[src/rtl/fetch_stage_pq.sv]
// fetch_stage_pq: sequential fetch with an in-order prefetch queue.
// Define FETCH_PQ_BYPASS_EN to forward a response straight to decode.
module fetch_stage_pq #(
  parameter int XLEN = 32,
  parameter int DEPTH = 4,
  parameter logic [XLEN-1:0] RESET_PC = '0
) (
  input  logic            clk,
  input  logic            reset,
  input  logic            redirect,
  input  logic [XLEN-1:0] redirect_pc,
  input  logic            en_reg,
  output logic            mem_req_valid,
  output logic [XLEN-1:0] mem_req_addr,
  input  logic            mem_req_ready,
  input  logic            mem_rsp_valid,
  input  logic [XLEN-1:0] mem_rsp_data,
  output logic            out_valid,
  output logic [XLEN-1:0] out_instr,
  output logic [XLEN-1:0] out_pc,
  output logic [XLEN-1:0] out_pc_plus4
);
  localparam int AW = $clog2(DEPTH);
  localparam int CW = $clog2(DEPTH + 1);

  logic [XLEN-1:0] fpc_q, fpc_d;
  logic [XLEN-1:0] pc_q [DEPTH];
  logic [XLEN-1:0] pc_d [DEPTH];
  logic [XLEN-1:0] ins_q [DEPTH];
  logic [XLEN-1:0] ins_d [DEPTH];
  logic [DEPTH-1:0] fill_q, fill_d;
  logic [AW-1:0] head_q, head_d;
  logic [AW-1:0] tail_q, tail_d;
  logic [AW-1:0] alloc_q, alloc_d;
  logic [CW-1:0] cnt_q, cnt_d;
  logic [CW-1:0] disc_q, disc_d;
  logic [CW-1:0] n_filled;
  logic issue, rsp_fill, pop, byp, head_full;

  assign mem_req_valid = !reset && !redirect
                       && (cnt_q < CW'(DEPTH));
  assign mem_req_addr = fpc_q;
  assign issue = mem_req_valid && mem_req_ready;
  assign rsp_fill = mem_rsp_valid && (disc_q == '0);
  assign head_full = fill_q[head_q];

`ifdef FETCH_PQ_BYPASS_EN
  // head unfilled means nothing is filled, so alloc == head
  assign byp = rsp_fill && !head_full && (cnt_q != '0);
`else
  assign byp = 1'b0;
`endif

  assign out_valid = head_full || byp;
  assign out_instr = head_full ? ins_q[head_q]
                   : (byp ? mem_rsp_data : '0);
  assign out_pc = out_valid ? pc_q[head_q] : '0;
  assign out_pc_plus4 = out_valid
                      ? pc_q[head_q] + XLEN'(4) : '0;
  assign pop = out_valid && en_reg && !redirect;

  always_comb begin
    fpc_d = fpc_q;
    pc_d = pc_q;
    ins_d = ins_q;
    fill_d = fill_q;
    head_d = head_q;
    tail_d = tail_q;
    alloc_d = alloc_q;
    cnt_d = cnt_q;
    disc_d = disc_q;
    n_filled = '0;
    for (int i = 0; i < DEPTH; i++)
      n_filled = n_filled + CW'(fill_q[i]);
    if (redirect) begin
      fpc_d = redirect_pc;
      fill_d = '0;
      head_d = '0;
      tail_d = '0;
      alloc_d = '0;
      cnt_d = '0;
      // every owed response, minus the one arriving now
      disc_d = disc_q + (cnt_q - n_filled)
             - CW'(mem_rsp_valid);
    end else begin
      if (mem_rsp_valid) begin
        if (!rsp_fill) begin
          disc_d = disc_q - CW'(1);
        end else begin
          ins_d[alloc_q] = mem_rsp_data;
          fill_d[alloc_q] = 1'b1;
          alloc_d = alloc_q + AW'(1);
        end
      end
      if (pop) begin
        fill_d[head_q] = 1'b0;
        head_d = head_q + AW'(1);
      end
      if (issue) begin
        pc_d[tail_q] = fpc_q;
        fill_d[tail_q] = 1'b0;
        tail_d = tail_q + AW'(1);
        fpc_d = fpc_q + XLEN'(4);
      end
      cnt_d = cnt_q + CW'(issue) - CW'(pop);
    end
  end

  always_ff @(posedge clk) begin
    if (reset) begin
      fpc_q <= RESET_PC;
      fill_q <= '0;
      head_q <= '0;
      tail_q <= '0;
      alloc_q <= '0;
      cnt_q <= '0;
      disc_q <= '0;
    end else begin
      fpc_q <= fpc_d;
      fill_q <= fill_d;
      head_q <= head_d;
      tail_q <= tail_d;
      alloc_q <= alloc_d;
      cnt_q <= cnt_d;
      disc_q <= disc_d;
    end
  end

  always_ff @(posedge clk) begin
    pc_q <= pc_d;
    ins_q <= ins_d;
  end
endmodule

[config.mk]
export PLATFORM = sky130hd
export DESIGN_NAME = fetch_stage_pq
export DESIGN_NICKNAME = d
export VERILOG_FILES = /design/src/rtl/fetch_stage_pq.sv
export SDC_FILE = /design/constraint.sdc
export NUM_CORES = 1
export LEC_CHECK = 0
export CAP_MARGIN = 30
export CORE_AREA = 2 2 163 165
export DETAILED_ROUTE_END_ITERATION = 16
export DIE_AREA = 0 0 165 167
export PLACE_DENSITY = 0.85
export SETUP_SLACK_MARGIN = 0.15
export SLEW_MARGIN = 15
export SYNTH_ARGS = -nofsm -noshare
export SYNTH_HDL_FRONTEND = slang
export SYNTH_SLANG_ARGS = --single-unit
[constraint.sdc]
create_clock -name clk -period 5.6 [get_ports clk]
set_input_delay 1.68 -clock clk [delete_from_list [all_inputs] [get_ports clk]]
set_output_delay 1.68 -clock clk [all_outputs]
set_load 0.1 [all_outputs]
==> reports/summary.txt, run 1 <==
status = completed
Total Routing Usage GR = 22.83%
Fin. Hold Viols = 0
Area growth syn-to-layout = 31.15%
H-tree depth = 1
Final Cycle Share = 92.40%
Synth area leaders = edfxtp_1 57%, mux4_2 9.3%, dfxtp_1 7.1%
Hold Crit Class = reg2reg
Synth Register Bits = 304
worst setup path endpoint = out_pc_plus4[28]
Top delay family on crit path = simple AND/OR/NAND/NOR gates
crit end category = primary output
DR vias = 8,595
fin crit period = 5.174 ns
Yosys top cell area share = 56.91%
nets = 1,198
GR Layer Usage met2 = 38.57%
I/O pins = 200
grt met3 use = 3.238%
Clock Skew = 0.008469 ns
Post-Synthesis Cells = 900
max-cap violations = 0
met1 Usage GRT = 31.20%
remaining global-route overflow = 0
Worst VDD drop = 0.1712 mV
DR pass1 iterations = 5
Max clock buf depth = 3
Die Wd = 165 µm
syn_nets = 997
Slew @ Worst Pin = 1.029 ns
Worst R2R Start = fill_q[0]
chain of cells forming the critical path = mux4_2 > nand4_1 > buf_4 > or4_4 > or4_1 > a21oi_2 > buf_12
clock tree from TritonCTS = built
Residual DRC = 0
initial antenna violation count = 1
Final Non-Filler Cells = 1,458
Die ar. = 27,560 µm²
Port Buffer Count = 199
clock slew at reported path FFs = 0.06 ns
worst r2r dst = disc_q[2]
Final setup violation count = 0
Post-synth EDFFs = 256
CTS buffer count = 29
initial core utilization = 52.43%
Post-Place Cells = 1,398
Reg2Reg Setup Slack = 1.97 ns
register area share after synthesis = 64.02%
FP Rows = 59
GPL Wtd Cong = 0.8464
cell depth of the worst setup path = 7
CP peak stage delay = 0.61 ns
Max Clock Freq = 193.3 MHz
dpl hpwl = 20,570 µm
area leader, netlist = edfxtp_1
RSZ-0062 raised after global routing = no
Total Routed Length = 32,660 µm
Core Region = 25,760 µm²
Arrival @ worst endpoint = 3.49 ns
Post-Route Setup TNS = 0 ns
DR WL/cell = 22.40 µm
Worst Path Buf+Inv = 2
Mean Syn Cell Area = 15.01 µm²
Clock Sinks = 304
hold slack = 0.5000 ns
max_slew headroom = 31.18%
dpl ws = 0.1825 ns
post-layout instance area = 17,720 µm²
largest net degree at the start of global routing = 55
vias in the first global route = 8,475
Reg2Reg Depth = 13
Critical Path Slowest Stage Cell = dfxtp_4
layout cells sized above 1 = 22.28%
1st-iter DRT viols = 857
worst endpoint required time = 3.92 ns
Placement Cell Area = 16,620 µm²
final worst slack = 0.4258 ns
Yosys warning count = 0
Leak = 5.929 nW
Final ANT Viol Nets = 0
Hold-fix buffers, CTS = 0
Mapped Area = 13,510 µm²
Synth cell types = 60
die height = 167 µm
worst-path fanout max = 18
async set or reset register ratio after synthesis = 0%
first-pass GRT wire length = 48,140 µm
Final Max Tran Viols = 0
worst skew pair latency = 0.54 ns
most common flop cell mapped by yosys = edfxtp_1
PD cells = 304.0 nW/µm²
vias per cell = 5.895
Startpoint Class = flop
CP startpoint = head_q[0]
most used routing layer = met2
CTS root buffer = clkbuf_16
CP Class = reg2out
## layer usage
layer / wire length (µm) / up-vias
li1: - / 3855
met1: 12820 / 4264
met2: 16530 / 425
met3: 2613 / 51
met4: 695 / 0
met5: 0 / -
## synthesized netlist by cell type, types with 6 or more instances
| master | number |
|---|---|
| o21ai_0 | 12 |
| nand4_1 | 13 |
| mux4_2 | 56 |
| nor3_1 | 12 |
| and2_1 | 73 |
| and3_1 | 12 |
| edfxtp_1 | 256 |
| mux4_1 | 8 |
| a21oi_1 | 33 |
| dfxtp_1 | 48 |
| ha_1 | 21 |
| o31ai_1 | 9 |
| xnor2_1 | 33 |
| nor2_1 | 56 |
| nand3_1 | 21 |
| buf_2 | 8 |
| nor4_1 | 13 |
| nand2_1 | 40 |
| or4_1 | 10 |
| a211oi_1 | 12 |
| or3_1 | 8 |
| fa_1 | 6 |
| inv_1 | 35 |
| clkbuf_1 | 28 |
| a311oi_1 | 6 |
| mux2i_1 | 7 |
## cell type report
class	count	area, µm²
inverters	35	131.4
flip-flops and latches	304	8656
well taps	335	419.2
diodes	1	2.502
repair buffers	222	3093
fillers	1564	8048
multi-input cells	509	4457
clock inverters	15	181.4
clock buffers	37	775.7
## logic make-up after synthesis
group / count (synthesis) / share of synthesized area (%)
AOI/OAI and AO/OA: 88 / 4.187
xor gates and xnor gates: 38 / 2.464
adders and majority gates: 27 / 2.834
buffers and inverters: 87 / 3.186
DFF: 304 / 64.02
muxes: 74 / 11.66
and+or+nand+nor: 282 / 11.64
## state kept, by name (all words and copies together), names as in the netlist
register,flops
pc_q,128
mem_req_addr,32
fill_q,4
ins_q,128
cnt_q,3
tail_q,2
head_q,2
disc_q,3
alloc_q,2
## tightest hold or removal path, cell delays in order (launching register included)
cell and delay [ns]:
dfxtp_1 0.34, nand2_1 0.06, a21oi_1 0.05
## layout by cell type (no fill, tap or decap), drive strengths merged, types with 2 or more instances in the layout
| master | count |
|---|---|
| a21o | 3 |
| mux4 | 64 |
| nor4 | 13 |
| mux2i | 7 |
| ha | 21 |
| nor3 | 12 |
| a311oi | 6 |
| and4 | 5 |
| o31ai | 9 |
| clkinv | 9 |
| or4 | 12 |
| a311o | 2 |
| clkdlybuf4s50 | 101 |
| bufinv | 4 |
| and3 | 13 |
| edfxtp | 256 |
| xor2 | 5 |
| a21oi | 33 |
| and2 | 75 |
| nand2 | 42 |
| clkbuf | 39 |
| fa | 6 |
| a2111oi | 5 |
| nand3 | 23 |
| or3 | 10 |
| o21ai | 12 |
| nor3b | 2 |
| inv | 36 |
| nor2 | 56 |
| a31oi | 2 |
| buf | 119 |
| xnor2 | 33 |
| mux2 | 3 |
| dfxtp | 48 |
| nand4 | 14 |
| a211oi | 12 |
## report_power, final
group          switching (W)  internal [W]
registers          0.0000641       0.00252
clock network       0.000807       0.00116
logic               0.000548      0.000290
## stage by stage
step	power, W	utilization (%)
2_1_floorplan	0.003148	-
5_1_grt	0.005529	68.76
3_5_place_dp	0.003454	64.50
4_1_cts	0.005388	68.32
3_3_place_gp	0.003427	64.29
6_report	0.005385	68.76
## worst min path at each step
stage,start,end,slack [ns],cells after the start
after detailed placement,alloc_q[1],alloc_q[1],0.49,2
after global placement,alloc_q[1],alloc_q[1],0.48,2
final,alloc_q[1],alloc_q[1],0.50,2
after CTS,alloc_q[1],alloc_q[1],0.50,2
after global routing,alloc_q[1],alloc_q[1],0.54,2
after floorplan,alloc_q[1],alloc_q[1],0.47,2
## what timing repair did
action                     CTS  global route
setup endpoints to repair    4             9
gates resized for setup      0             2
buffers inserted             1             2
pin swaps                    0             1
cloned                       0             1
(Power assumes the default switching activity.)
==> inputs of run 2 (changes only) <==
--- a/config.mk
+++ b/config.mk
@@ -9,9 +9,10 @@
 export CORE_AREA = 2 2 163 165
 export DETAILED_ROUTE_END_ITERATION = 16
 export DIE_AREA = 0 0 165 167
+export MAX_ROUTING_LAYER = met4
 export PLACE_DENSITY = 0.85
 export SETUP_SLACK_MARGIN = 0.15
-export SLEW_MARGIN = 15
+export SLEW_MARGIN = 10
 export SYNTH_ARGS = -nofsm -noshare
 export SYNTH_HDL_FRONTEND = slang
 export SYNTH_SLANG_ARGS = --single-unit
==> run 2 against run 1 <==
Total power is essentially flat. Utilization stayed put. Combinational power about the same. Sequential share of layout area is the same. Wire length decreased by 0.55%. Count of clock-buffer cells in the layout unchanged. Maximum frequency fell by 0.16%. Die area stayed put. Largest cell class unchanged. Final cell count did not move.
==> reports/summary.txt, run 2 (same netlist as run 1, synthesis figures left out) <==
most frequent cells in the layout = 256 x edfxtp_1, 101 x clkdlybuf4s50_1, 83 x buf_12
I/O pins = 200 (unchanged)
dpl hpwl = 20,570 µm (unchanged)
vias per cell = 5.875 (-0.34%)
nets = 1,198 (unchanged)
layout cells sized above 1 = 22.28% (unchanged)
PD cells = 303.8 nW/µm² (about the same)
Arrival @ worst endpoint = 3.50 ns (about the same)
vias in the first global route = 8,457 (-0.21%)
Max Clock Freq = 193.0 MHz (-0.16%)
Total Routed Length = 32,480 µm (-0.55%)
Hold Crit Class = reg2reg
Clock Sinks = 304 (unchanged)
clock tree from TritonCTS = built
RSZ-0062 raised after global routing = no
Reg power frac = 47.9% (about the same)
Startpoint Class = flop
initial antenna violation count = 1 (unchanged)
DR WL/cell = 22.28 µm (-0.55%)
remaining global-route overflow = 0 (unchanged)
GPL Wtd Cong = 0.8597 (+1.6%)
Net Sw Power = 0.001416 W (-0.21%)
worst skew pair latency = 0.54 ns (about the same)
Slew @ Worst Pin = 1.027 ns (-0.001681 ns)
Area growth syn-to-layout = 31.15% (unchanged)
Worst VDD drop = 0.1712 mV (about the same)
Total Routing Usage GR = 23.55% (+0.73 points)
DR vias = 8,566 (-0.34%)
Final Max Tran Viols = 0 (unchanged)
max-cap violations = 0 (unchanged)
CP peak stage delay = 0.61 ns (about the same)
Residual DRC = 0 (unchanged)
Internal = 0.003967 W (about the same)
Port Buffer Count = 199 (unchanged)
Critical Path Slowest Stage Cell = dfxtp_4
Final ANT Viol Nets = 0 (unchanged)
worst-path fanout max = 18 (unchanged)
Max clock buf depth = 3 (unchanged)
Final setup violation count = 0 (unchanged)
Worst Path Buf+Inv = 2 (unchanged)
Placement Cell Area = 16,620 µm² (unchanged)
Post-Route Setup TNS = 0 ns (unchanged)
switching share of power = 26.30% (-0.041 points)
Core Region = 25,760 µm² (unchanged)
initial core utilization = 52.43% (unchanged)
CP Class = reg2out
clock slew at reported path FFs = 0.06 ns (about the same)
status = completed
first-pass GRT wire length = 48,220 µm (+0.16%)
crit end category = primary output
DR pass1 iterations = 6 (+1)
post-layout instance area = 17,720 µm² (unchanged)
Die ar. = 27,560 µm² (unchanged)
Logic pwr share = 15.6% (about the same)
chain of cells forming the critical path = mux4_2 > nand4_1 > buf_4 > or4_4 > or4_1 > a21oi_2 > buf_12
max_slew headroom = 31.29% (+0.11 points)
Final Cycle Share = 92.54% (+0.15 points)
Top delay family on crit path = simple AND/OR/NAND/NOR gates
die height = 167 µm (unchanged)
1st-iter DRT viols = 821 (-4.2%)
Clock Skew = 0.007419 ns (-0.001049 ns)
CTS root buffer = clkbuf_16
most common cell after layout, fill and taps aside = edfxtp_1
clock share of power = 36.5% (about the same)
Die Wd = 165 µm (unchanged)
Fin. Hold Viols = 0 (unchanged)
CTS buffer count = 29 (unchanged)
Pwr Total = 0.005382 W (about the same)
Leak = 5.929 nW (unchanged)
FP Rows = 59 (unchanged)
fin crit period = 5.182 ns (+0.008163 ns)
largest net degree at the start of global routing = 55 (unchanged)
worst endpoint required time = 3.92 ns (about the same)
hold slack = 0.4967 ns (-0.003260 ns)
H-tree depth = 1 (unchanged)
-- run 2: cell counts in the layout (fill, tap and decap cells not counted) --
Identical to the previous run, type by type.
-- run 2: per-layer routing --
metal | up-vias | global-route usage, % | part of all wire [%]
met1 | 4266 | 31.32 | 40
met3 | 47 | 3.064 | 7.7
met2 | 399 | 38.66 | 51
met4 | 0 | 6.125 | 1.8
met5 | - | - | 0
li1 | 3854 | - | -
-- run 2: tightest hold or removal path, cell delays in order, from the launching register on --
cell and delay [ns]:
dfxtp_1 0.34, nand2_1 0.06, a21oi_1 0.05
-- run 2: repair_timing --
item | CTS | global route
buffers inserted | 1 | 2
hold buffers | 0 | 0
cloned | 0 | 1
endpoints found under the setup margin | 4 | 9
pin swaps | 0 | 1
gates resized for setup | 0 | 2
-- run 2: layout make-up --
cell class	instances	area, µm²
flip-flops and latches	304	8656
diodes	1	2.502
well taps	335	419.2
inverters	35	131.4
clock buffers	37	775.7
clock inverters	15	181.4
repair buffers	222	3093
fillers	1563	8048
multi-input cells	509	4457
-- run 2: worst paths after layout --
check	start	endpoint	slack [ns]	depth (start not counted)
setup / recovery	head_q[0]	out_pc_plus4[28]	0.42	7
hold / removal	alloc_q[1]	alloc_q[1]	0.50	2
setup reg to reg	fill_q[0]	disc_q[2]	1.98	13
hold reg to reg	alloc_q[1]	alloc_q[1]	0.50	2
-- run 2: power by group through the flow --
stage	clock network [W]	registers [W]	logic [W]
2_1_floorplan	0	0.00271	0.000441
3_3_place_gp	0	0.00262	0.000811
3_5_place_dp	0	0.00262	0.000831
4_1_cts	0.00198	0.00258	0.000835
5_1_grt	0.00207	0.00259	0.000876
6_report	0.00197	0.00258	0.000838
-- run 2: stage by stage --
step	std cells	util, %	setup WS (ns)
after detailed placement	1398	64.50	0.1825
final	1458	68.76	0.4176
after CTS	1451	68.32	0.2219
after global routing	1458	68.76	0.2394
after global placement	1396	64.29	0.2314
after floorplan	900	-	0.1781
==> inputs of run 3 (changes only) <==
--- a/config.mk
+++ b/config.mk
@@ -6,11 +6,11 @@
 export NUM_CORES = 1
 export LEC_CHECK = 0
 export CAP_MARGIN = 30
-export CORE_AREA = 2 2 163 165
+export CORE_AREA = 2 2 203 205
 export DETAILED_ROUTE_END_ITERATION = 16
-export DIE_AREA = 0 0 165 167
+export DIE_AREA = 0 0 205 207
 export MAX_ROUTING_LAYER = met4
-export PLACE_DENSITY = 0.85
+export PLACE_DENSITY = 0.61
 export SETUP_SLACK_MARGIN = 0.15
 export SLEW_MARGIN = 10
 export SYNTH_ARGS = -nofsm -noshare
==> run 3 against run 2 <==
Design area increased by 1.9%. Total power rose by 4.1%. Via count decreased by 3.1%. Hold slack better by 0.0025 ns. Highest routed layer unchanged. Sequential share of layout area decreased by 0.89 points. Critical path depth is the same. Wire length rose by 0.86%.
==> reports/summary.txt, run 3 (same netlist as run 1, synthesis figures left out) <==
Die Wd = 205 µm (+24%)
worst skew pair latency = 0.55 ns (about the same)
DR WL/cell = 19.79 µm (-11%)
largest net degree at the start of global routing = 49 (-11%)
first-pass GRT wire length = 50,120 µm (+3.9%)
initial antenna violation count = 3 (+2)
Area growth syn-to-layout = 33.59%
layout cells sized above 1 = 23.08% (+0.80 points)
Post-Route Setup TNS = 0 ns (unchanged)
RSZ-0062 raised after global routing = no
Clock Skew = 0.006282 ns (-0.001137 ns)
status = completed
Hold Crit Class = reg2reg
CP Class = reg2out
Port Buffer Count = 199 (unchanged)
clock slew at reported path FFs = 0.06 ns (about the same)
Die ar. = 42,440 µm² (+54%)
1st-iter DRT viols = 546 (-33%)
Arrival @ worst endpoint = 3.49 ns (about the same)
Leak = 5.950 nW (+0.35%)
Core Region = 40,370 µm² (+57%)
GPL Wtd Cong = 0.8082 (-6.0%)
clock tree from TritonCTS = built
vias in the first global route = 8,274 (-2.2%)
fin crit period = 5.169 ns (-0.01383 ns)
Residual DRC = 0 (unchanged)
CTS root buffer = clkbuf_16
Internal = 0.004162 W (+4.9%)
Reg power frac = 45.9% (-2.0 points)
DR vias = 8,298 (-3.1%)
CTS buffer count = 29 (unchanged)
max_slew headroom = 30.11% (-1.2 points)
Final setup violation count = 0 (unchanged)
Max Clock Freq = 193.5 MHz (+0.27%)
PD cells = 310.6 nW/µm² (+2.2%)
Util after Layout = 44.70% (-24 points)
FP Rows = 74 (+25%)
worst-path fanout max = 24 (+6)
clock share of power = 39.1% (+2.6 points)
vias per cell = 5.014 (-15%)
die height = 207 µm (+24%)
Total Routed Length = 32,760 µm (+0.86%)
DR pass1 iterations = 4 (-2)
nets = 1,197 (-0.083%)
Total Routing Usage GR = 15.70% (-7.9 points)
Slew @ Worst Pin = 1.045 ns (+0.01764 ns)
max-cap violations = 0 (unchanged)
I/O pins = 200 (unchanged)
Startpoint Class = flop
H-tree depth = 1 (unchanged)
remaining global-route overflow = 0 (unchanged)
switching share of power = 25.74% (-0.56 points)
most common cell after layout, fill and taps aside = edfxtp_1
worst endpoint required time = 3.92 ns (about the same)
most frequent cells in the layout = 256 x edfxtp_1, 101 x clkdlybuf4s50_1, 82 x buf_12
Clock Sinks = 304 (unchanged)
Final Max Tran Viols = 0 (unchanged)
Fin. Hold Viols = 0 (unchanged)
Final Cycle Share = 92.30% (-0.25 points)
dpl hpwl = 22,290 µm (+8.4%)
Max clock buf depth = 3 (unchanged)
crit end category = primary output
Logic pwr share = 15.0% (-0.6 points)
Worst VDD drop = 0.2129 mV (+24%)
initial core utilization = 33.46% (-19 points)
Hold-fix buffers, CTS = 0 (unchanged)
Final ANT Viol Nets = 0 (unchanged)
Net Sw Power = 0.001443 W (+1.9%)
run 3: cell count changes in the layout (fill, tap and decap cells not counted), sizes merged:
cell,change
buf,+1
bufinv,+4
clkbuf,-5
clkinv,-5
clkinvlp,+6
inv,-1
run 3: area by class of cell:
cell class	instances	area, µm²
antenna	1	2.502
timing repair buffer	221	3045
tap	532	665.6
fill	3575	22320
clock inverter	19	311.5
sequential	304	8656
multi-input combinational	509	4458
clock buffer	34	774.5
inverter	35	131.4
run 3: final timing paths:
kind / start / to / slack (ns) / depth (start not counted)
worst min register to register: alloc_q[1] / alloc_q[1] / 0.50 / 2
worst max-delay path: head_q[1] / out_pc_plus4[28] / 0.43 / 7
worst max register to register: fill_q[0] / disc_q[2] / 1.96 / 13
worst min-delay path: alloc_q[1] / alloc_q[1] / 0.50 / 2
run 3: power by group through the flow:
stage / combinational (W) / clock [W] / sequential, W
6_report: 0.000841 / 0.00219 / 0.00257
4_1_cts: 0.000847 / 0.00223 / 0.00257
3_3_place_gp: 0.000831 / 0 / 0.00262
5_1_grt: 0.000885 / 0.00232 / 0.00258
2_1_floorplan: 0.000441 / 0 / 0.00271
3_5_place_dp: 0.000846 / 0 / 0.00262
run 3: metal layers:
metal / vias to the layer above / GRT usage (%) / wire length, µm
met4: 0 / 3.597 / 499
met2: 206 / 25.06 / 16060
met5: - / - / 0
li1: 3856 / - / -
met1: 4206 / 21.25 / 14530
met3: 30 / 2.329 / 1672
run 3: through the flow:
step | cell area, µm² | hold WS [ns] | setup WS [ns] | cells | power [W]
CTS | 18010 | 0.5065 | 0.2477 | 1653 | 0.005653
global route | 18040 | 0.5431 | 0.2617 | 1655 | 0.005788
global placement | 16810 | 0.4851 | 0.2157 | 1596 | 0.003450
finish | 18040 | 0.4992 | 0.4315 | 1655 | 0.005605
detailed placement | 16920 | 0.4974 | 0.1855 | 1600 | 0.003469
floorplan | 13530 | 0.4692 | 0.1781 | 900 | 0.003148
run 3: worst max-delay path, cell delays in order, from the launching register on:
cell and delay (ns):
dfxtp_4 0.57, mux4_2 0.37, nand4_1 0.11, buf_4 0.19
or4_1 0.69, or4_1 0.59, a21oi_2 0.22, buf_12 0.20
run 3: timing repair:
action | CTS | global route
gates resized for setup | 1 | 2
setup endpoints to repair | 2 | 7
buffers inserted | 0 | 1
